--- config.mk ---
export PLATFORM = sky130hd
export DESIGN_NAME = median3x3_stream_flat
export DESIGN_NICKNAME = d
export VERILOG_FILES = /design/src/rtl/median3x3_if.sv /design/src/rtl/median3x3_stream.sv /design/src/flat_wrapper.sv
export SDC_FILE = /design/constraint.sdc
export NUM_CORES = 1
export LEC_CHECK = 0
export ABC_AREA = 1
export CAP_MARGIN = 20
export CORE_MARGIN = 2
export CORE_UTILIZATION = 50
export CTS_CLUSTER_DIAMETER = 60
export DETAILED_ROUTE_END_ITERATION = 16
export PLACE_DENSITY_LB_ADDON = 0.3
export SYNTH_ARGS = -nofsm -noshare
export SYNTH_HDL_FRONTEND = slang
export SYNTH_SLANG_ARGS = --single-unit
--- constraint.sdc ---
create_clock -name clk -period 6.89 [get_ports clk]
set_input_delay 1.7225 -clock clk [delete_from_list [all_inputs] [get_ports clk]]
set_output_delay 1.7225 -clock clk [all_outputs]
set_load 0.005 [all_outputs]
--- src/rtl/median3x3_if.sv ---
// Column-in / result-out stream bundle for the 3x3 median filter.
// Handshake: a transfer happens on a rising edge where valid && ready; the source holds data stable while valid && !ready.
interface median3x3_if #(
  parameter int DATA_WIDTH = 8
);
  logic                  in_valid;
  logic                  in_ready;
  logic                  in_sol;
  logic [DATA_WIDTH-1:0] col_top;
  logic [DATA_WIDTH-1:0] col_mid;
  logic [DATA_WIDTH-1:0] col_bot;
  logic                  out_valid;
  logic                  out_ready;
  logic [DATA_WIDTH-1:0] med_out;
  logic                  noisy;
  logic [DATA_WIDTH-1:0] pix_out;

  modport master (
    output in_valid, in_sol, col_top, col_mid, col_bot, out_ready,
    input  in_ready, out_valid, med_out, noisy, pix_out
  );

  modport slave (
    input  in_valid, in_sol, col_top, col_mid, col_bot, out_ready,
    output in_ready, out_valid, med_out, noisy, pix_out
  );
endinterface

--- src/rtl/median3x3_stream.sv ---
// Three-stage 3x3 median filter: column sort + window shift, row-of-extremes reduction, final median and
// impulse-noise correction. A single enable stalls the whole pipeline when the output is held.
module median3x3_stream #(
  parameter int DATA_WIDTH = 8,
  parameter int THRESH     = 32
) (
  input logic         clk,
  input logic         rst,
  median3x3_if.slave  bus
);
  localparam int W = DATA_WIDTH;
  localparam logic [W-1:0] THR = W'(THRESH);

  function automatic logic [W-1:0] min2(input logic [W-1:0] a, input logic [W-1:0] b);
    return (a < b) ? a : b;
  endfunction

  function automatic logic [W-1:0] max2(input logic [W-1:0] a, input logic [W-1:0] b);
    return (a < b) ? b : a;
  endfunction

  function automatic logic [W-1:0] med3(input logic [W-1:0] a, input logic [W-1:0] b,
                                        input logic [W-1:0] c);
    return max2(min2(a, b), min2(max2(a, b), c));
  endfunction

  logic         en;
  logic         accept;
  logic [1:0]   fill;
  logic [1:0]   fill_next;
  logic         s1_valid;
  logic [W-1:0] w_min [3];
  logic [W-1:0] w_med [3];
  logic [W-1:0] w_max [3];
  logic [W-1:0] w_mid [3];

  logic         s2_valid;
  logic [W-1:0] s2_a, s2_b, s2_c, s2_centre;

  logic [W-1:0] median;
  logic [W-1:0] diff;
  logic         flag;

  assign en           = !bus.out_valid || bus.out_ready;
  assign bus.in_ready = en;
  assign accept       = bus.in_valid && en;

  always_comb begin
    fill_next = fill;
    if (bus.in_sol)       fill_next = 2'd1;
    else if (fill != 2'd3) fill_next = fill + 2'd1;
  end

  // S1: sort the incoming column and shift it into the window, newest at index 0.
  always_ff @(posedge clk or posedge rst) begin
    if (rst) begin
      fill     <= 2'd0;
      s1_valid <= 1'b0;
      for (int i = 0; i < 3; i++) begin
        w_min[i] <= '0;
        w_med[i] <= '0;
        w_max[i] <= '0;
        w_mid[i] <= '0;
      end
    end else if (en) begin
      s1_valid <= accept && (fill_next == 2'd3);
      if (accept) begin
        fill     <= fill_next;
        w_min[0] <= min2(min2(bus.col_top, bus.col_mid), bus.col_bot);
        w_med[0] <= med3(bus.col_top, bus.col_mid, bus.col_bot);
        w_max[0] <= max2(max2(bus.col_top, bus.col_mid), bus.col_bot);
        w_mid[0] <= bus.col_mid;
        for (int i = 1; i < 3; i++) begin
          w_min[i] <= w_min[i-1];
          w_med[i] <= w_med[i-1];
          w_max[i] <= w_max[i-1];
          w_mid[i] <= w_mid[i-1];
        end
      end
    end
  end

  // S2: the 9-value median equals med(max of mins, med of meds, min of maxes).
  always_ff @(posedge clk or posedge rst) begin
    if (rst) begin
      s2_valid  <= 1'b0;
      s2_a      <= '0;
      s2_b      <= '0;
      s2_c      <= '0;
      s2_centre <= '0;
    end else if (en) begin
      s2_valid  <= s1_valid;
      s2_a      <= max2(max2(w_min[0], w_min[1]), w_min[2]);
      s2_b      <= med3(w_med[0], w_med[1], w_med[2]);
      s2_c      <= min2(min2(w_max[0], w_max[1]), w_max[2]);
      s2_centre <= w_mid[1];
    end
  end

  assign median = med3(s2_a, s2_b, s2_c);
  assign diff   = (s2_centre >= median) ? (s2_centre - median) : (median - s2_centre);
  assign flag   = diff > THR;

  always_ff @(posedge clk or posedge rst) begin
    if (rst) begin
      bus.out_valid <= 1'b0;
      bus.med_out   <= '0;
      bus.noisy     <= 1'b0;
      bus.pix_out   <= '0;
    end else if (en) begin
      bus.out_valid <= s2_valid;
      if (s2_valid) begin
        bus.med_out <= median;
        bus.noisy   <= flag;
        bus.pix_out <= flag ? median : s2_centre;
      end
    end
  end
endmodule
--- src/flat_wrapper.sv ---
// flat-port wrapper written by rule: the top's interface ports become plain ports
module median3x3_stream_flat 
#(
  parameter int DATA_WIDTH = 8,
  parameter int THRESH     = 32
)
  (clk, rst, bus_in_valid, bus_in_sol, bus_col_top, bus_col_mid, bus_col_bot, bus_out_ready, bus_in_ready, bus_out_valid, bus_med_out, bus_noisy, bus_pix_out);
  median3x3_if #(.DATA_WIDTH(DATA_WIDTH)) bus_i ();
  input logic clk;
  input logic rst;
  input wire logic [$bits(bus_i.in_valid)-1:0] bus_in_valid;
  input wire logic [$bits(bus_i.in_sol)-1:0] bus_in_sol;
  input wire logic [$bits(bus_i.col_top)-1:0] bus_col_top;
  input wire logic [$bits(bus_i.col_mid)-1:0] bus_col_mid;
  input wire logic [$bits(bus_i.col_bot)-1:0] bus_col_bot;
  input wire logic [$bits(bus_i.out_ready)-1:0] bus_out_ready;
  output wire logic [$bits(bus_i.in_ready)-1:0] bus_in_ready;
  output wire logic [$bits(bus_i.out_valid)-1:0] bus_out_valid;
  output wire logic [$bits(bus_i.med_out)-1:0] bus_med_out;
  output wire logic [$bits(bus_i.noisy)-1:0] bus_noisy;
  output wire logic [$bits(bus_i.pix_out)-1:0] bus_pix_out;
  assign bus_i.in_valid = bus_in_valid;
  assign bus_i.in_sol = bus_in_sol;
  assign bus_i.col_top = bus_col_top;
  assign bus_i.col_mid = bus_col_mid;
  assign bus_i.col_bot = bus_col_bot;
  assign bus_i.out_ready = bus_out_ready;
  assign bus_in_ready = bus_i.in_ready;
  assign bus_out_valid = bus_i.out_valid;
  assign bus_med_out = bus_i.med_out;
  assign bus_noisy = bus_i.noisy;
  assign bus_pix_out = bus_i.pix_out;
  median3x3_stream #(.DATA_WIDTH(DATA_WIDTH), .THRESH(THRESH)) u_core (.clk(clk), .rst(rst), .bus(bus_i));
endmodule
After elaboration in Yosys (flattened, before gate mapping)
Cells that the tools add are included.
{"block": "word_totals", "input_bits": 29, "register_bits": 142, "wordCells": 71}
{"block": "classes", "reduce_logical": 6, "muxes": 22, "n_addsub": 3, "order_cmp": 16, "eq_ne": 2}
{"op": "$mux W8", "count": 20}
{"op": "$lt A8 B8 Y1", "count": 14}
{"op": "$sub A8 B8 Y8", "count": 2}
{"op": "$ge A8 B8 Y1", "count": 1}
{"op": "$gt A8 B6 Y1 const B", "count": 1}
{"op": "$mux W2", "count": 2}
{"op": "$reduce_and A2 Y1", "count": 2}
{"op": "$add A2 B1 Y2 const B", "count": 1}
{"op": "$eq A2 B2 Y1 const B", "count": 1}
{"op": "$logic_and A1 B1 Y1", "count": 2}
{"op": "$ne A2 B2 Y1 const B", "count": 1}
{"op": "$logic_not A1 Y1", "count": 1}
{"op": "$logic_or A1 B1 Y1", "count": 1}

Depth between registers and ports, before layout
{"block": "logic_depth", "ltp_word": 10, "ltp_mapped": 47, "depth_no_buf": 44}

Least setup slack after synthesis
OpenSTA, ideal clock, no wires.
{"block": "synth_path", "path_type": "register to register", "start": "register u_core.s2_a[7]", "end": "register u_core.bus.pix_out[0]", "path_stages_with_launch": 37, "synth_period_minus_slack_ps": 6233, "slack_ps": 657, "n_path_buf": 3, "arrival_ps": 6115, "required_time_ps": 6772, "path_cell_list": "dfrtp_1 ha_1 nand2_1 o21a_1 nand2_2 buf_2 clkbuf_1 o21ai_0 ha_1 nand2_1 nor2_1 a211oi_4 nand2_4 clkbuf_1 nand2_1 o21ai_0 ha_1 a21oi_1 nor2_1 a211oi_1 nand2_4 inv_1 a31o_2 inv_1 ha_1 fa_1 o21ai_0 a21oi_1 nor2_1 nor2_1 xor2_1 a311oi_1 o211ai_4 nand2_8 nand2_2 nand3_1 nand2_1"}
{"block": "synth_between", "elab_chain_cells": 10, "word_cells_on_any_way": 13, "cone_classes": "add/sub (2); order compare (5); mux (6)"}
{"element": "start, declared", "line_no": "median3x3_stream.sv:38", "text": "logic [W-1:0] s2_a, s2_b, s2_c, s2_centre;"}
{"element": "start signal, assigned", "line_no": "median3x3_stream.sv:93", "text": "s2_a <= max2(max2(w_min[0], w_min[1]), w_min[2]);"}
{"element": "$lt A8 B8 Y1", "line_no": "median3x3_stream.sv:15, median3x3_stream.sv:19"}
{"element": "$mux W8", "line_no": "median3x3_stream.sv:19", "text": "return (a < b) ? b : a;"}
{"element": "$lt A8 B8 Y1", "line_no": "median3x3_stream.sv:15", "text": "return (a < b) ? a : b;"}
{"element": "$mux W8", "line_no": "median3x3_stream.sv:15"}
{"element": "$lt A8 B8 Y1", "line_no": "median3x3_stream.sv:19"}
{"element": "$mux W8 (*)", "line_no": "median3x3_stream.sv:19"}
{"element": "via u_core.median[0]", "line_no": "median3x3_stream.sv:40", "text": "logic [W-1:0] median;"}
{"element": "$sub A8 B8 Y8 or $ge A8 B8 Y1 (tied branches)", "line_no": "median3x3_stream.sv:101", "text": "assign diff = (s2_centre >= median) ? (s2_centre - median) : (median - s2_centre);"}
{"element": "$mux W8", "line_no": "median3x3_stream.sv:101"}
{"element": "$gt A8 B6 Y1", "line_no": "median3x3_stream.sv:102", "text": "assign flag = diff > THR;"}
{"element": "$mux W8 (*)", "line_no": "median3x3_stream.sv:115", "text": "bus.pix_out <= flag ? median : s2_centre;"}
{"element": "end signal, assigned", "line_no": "median3x3_stream.sv:115"}
{"element": "end, declared", "line_no": "median3x3_if.sv:25", "text": "output in_ready, out_valid, med_out, noisy, pix_out"}
Mark *: on every way through the listed nets, which the timed path passes. The rest lies on a longest branch.
A chain may end at the register's enable or synchronous reset.

Final worst setup path
{"block": "layout_path", "start": "register u_core.s2_b[7]", "end": "register u_core.bus.pix_out[0]"}
{"block": "layout_between", "elab_chain_cells": 10, "word_cells_on_any_way": 13, "cone_classes": "add/sub (2); order compare (5); mux (6)"}
{"element": "start, declared", "line_no": "median3x3_stream.sv:38"}
{"element": "start signal, assigned", "line_no": "median3x3_stream.sv:94", "text": "s2_b <= med3(w_med[0], w_med[1], w_med[2]);"}
{"element": "$lt A8 B8 Y1", "line_no": "median3x3_stream.sv:15, median3x3_stream.sv:19"}
{"element": "$mux W8", "line_no": "median3x3_stream.sv:19"}
{"element": "$lt A8 B8 Y1", "line_no": "median3x3_stream.sv:15"}
{"element": "$mux W8", "line_no": "median3x3_stream.sv:15"}
{"element": "$lt A8 B8 Y1", "line_no": "median3x3_stream.sv:19"}
{"element": "$mux W8 (*)", "line_no": "median3x3_stream.sv:19"}
{"element": "via u_core.median[0]", "line_no": "median3x3_stream.sv:40"}
{"element": "$sub A8 B8 Y8 or $ge A8 B8 Y1 (tied branches)", "line_no": "median3x3_stream.sv:101"}
{"element": "$mux W8", "line_no": "median3x3_stream.sv:101"}
{"element": "$gt A8 B6 Y1", "line_no": "median3x3_stream.sv:102"}
{"element": "$mux W8 (*)", "line_no": "median3x3_stream.sv:115"}
Marked as above.

==> results.ini <==
[run_status]
status=completed

[worst_setup_path]
cp_max_fo=31
critPathLaunchType=flip-flop
crit_slowest_cell=fa_1
crit_path_end_kind=flip-flop
required_ns=7.20
critPathKind=reg -> reg
max_stage_delay_ns=0.41
crit_top_cell=nor2_1
arrival_ns=6.77

[route]
ant_nets=0
wl_per_cell_um=14.05
routed_wl_mm=23.34
viasPerCell=5.239
drt_iter0_markers=612
drtPass1Iterations=5
vias=8702
drc_errors=0

[layout]
multi_input_area_um2=5463
stdcell_count=1661
final_util_pct=58.21
regArea_um2=3553
synthToLayoutAreaGrowth_pct=14.17
fill_cells=1742
nets=1528
layout-drive-gt1-share_pct=7.020
antennaDiodeCount=0

[grt]
grt_max_degree=124
grt.total_usage_pct=23.27
overflow=0
antenna_found_initial=0
grt_pass1_wl_mm=38.68
grt_pass1_vias=8256

[floorplanning]
die_x_um=144.9
rows=51
ios=48
core-area_um2=19460
initial_core_util_pct=50.98
die_area_um2=20990
dieHeight_um=144.9

[synthesis]
seq_area_frac_synth_pct=35.81
ys_top_cells_by_area=dfrtp_1, ha_1, nand2_1, o21ai_0, inv_1
synth-seq-cells=142
netlist.area_leader.share_pct=35.81
ys_top_cells_by_count=nand2_1, o21ai_0, inv_1, dfrtp_1, ha_1
synth.largest_area_cell=dfrtp_1
async_reset_ff_share_pct=100.0
synth.avg_cell_area_um2=7.382
synth.net_count=1487
ys.flop_type=dfrtp_1
synth_cells=1344
synth_cell_types=44
yosysMostFrequentCell=nand2_1
ys_warn_count=0
synth.cell_area_um2=9922
synth_edf_count=0

[cts]
ctsResizeCount=0
numCtsBuffers=17
clock-sinks=142
clk_latency_ns=0.42
tritoncts=yes
clkTransAtPathRegs_ns=0.06
post_cts_buffers=0
cts.path.max_buffers=2
cts_max_level=4
cts_hold_buf=0
cts_root_buf=clkbuf_16

[timing]
drv_slew=0
relSlewSlack_pct=28.65
clock_skew_ns=0.01019
period_needed_ns=6.458
period_share_pct=93.73
max_clock_freq_ghz=0.1548
worst_pin_slew_ns=1.070
final_hold_viol_count=0
setup_viol=0

[min_path]
hold_path.class=reg -> reg

[placement]
dp.cells=1630
place.gp.congestion=0.9398
dp_hpwl_mm=17.69
io_buffers=47

[run]
max-cap-violations=0

==> cell families after synthesis <==
group	share of synthesized area [%]
flip-flops	35.81
AO/OA/AOI/OAI	19.21
AND/OR/NAND/NOR	20.95
buffers and inverters	9.332
adder cells (fa/ha/maj)	14.53
XOR/XNOR	0.1766
==> layer usage <==
| metal | vias up | GRT usage (%) | wire (um) |
|---|---|---|---|
| li1 | 4494 | - | - |
| met1 | 4003 | 31.12 | 10820 |
| met2 | 168 | 39.15 | 11280 |
| met3 | 37 | 2.896 | 751 |
| met4 | 0 | 7.920 | 485 |
| met5 | - | 0 | 0 |
==> registers in the layout, summed over array words and instances (netlist names), 16 cells and up <==
name,flops
u_core.w_mid,16
u_core.w_min,24
u_core.w_med,24
u_core.w_max,24
==> final cells by class <==
| type | count | share of cell area [%] |
|---|---|---|
| clock buffers | 18 | 3.877 |
| clock inverters | 12 | 1.215 |
| inverters | 200 | 6.671 |
| multi-input cells | 956 | 48.22 |
| flip-flops and latches | 142 | 31.37 |
| well taps | 265 | 2.927 |
| repair buffers | 68 | 5.721 |
==> path summary, 6_finish.rpt <==
| kind | start | end | slack (ns) | depth (start not counted) |
|---|---|---|---|---|
| max | u_core.s2_b[7]$_DFFE_PP0N_ | u_core.bus.pix_out[0]$_DFFE_PP0P_ | 0.43 | 35 |
| min | u_core.w_mid[11]$_DFFE_PP0P_ | u_core.w_mid[11]$_DFFE_PP0P_ | 0.48 | 2 |
| max reg2reg | u_core.s2_b[7]$_DFFE_PP0N_ | u_core.bus.pix_out[0]$_DFFE_PP0P_ | 0.43 | 35 |
| min reg2reg | u_core.w_mid[11]$_DFFE_PP0P_ | u_core.w_mid[11]$_DFFE_PP0P_ | 0.48 | 2 |
| max in group asynchronous | rst | u_core.s2_centre[3]$_DFFE_PP0N_ | 3.93 | 3 |
| min in group asynchronous | rst | u_core.s2_c[3]$_DFFE_PP0N_ | 1.83 | 2 |
==> placed cells by master, fill, tap and decap left out, drive strengths merged <==
cell,n
a21boi,2
nand3b,1
o22ai,8
bufinv,2
a311oi,1
a31o,1
inv,200
clkdlybuf4s50,47
clkinv,5
a22o,2
nand2,379
clkbuf,18
and3,1
a21o,2
and2,1
nand4,10
o21ai,242
fa,2
o21a,2
a21oi,69
dfrtp,142
nand3,53
xor2,2
ha,112
buf,21
a211oi,8
clkinvlp,5
nor2,41
a221oi,1
o211ai,13
or2,1
o21bai,1
a31oi,1
==> stage by stage <==
step | TNS, ns | worst slack, ns | area [um^2] | hold slack (ns)
after floorplan | 0 | 0.6569 | 9922 | 0.4317
after global placement | 0 | 0.3788 | 10710 | 0.4627
after detailed placement | 0 | 0.1113 | 10710 | 0.4663
after CTS | 0 | 0.09823 | 11290 | 0.4821
after global routing | -0.01002 | -0.01002 | 11330 | 0.5046
final | 0 | 0.4319 | 11330 | 0.4806
==> critical path: cells and delay by family (launching register included) <==
| kind | cells | cell delay (ns) |
|---|---|---|
| AO/OA/AOI/OAI | 10 | 2.43 |
| XOR/XNOR | 1 | 0.14 |
| adder cells (fa/ha/maj) | 5 | 1.52 |
| buffers and inverters | 4 | 0.39 |
| flip-flops | 1 | 0.37 |
| AND/OR/NAND/NOR | 15 | 1.51 |
Power is left out: the tool's default activity adds up to more than one toggle a clock period on the data nets, which glitch-free logic cannot reach.
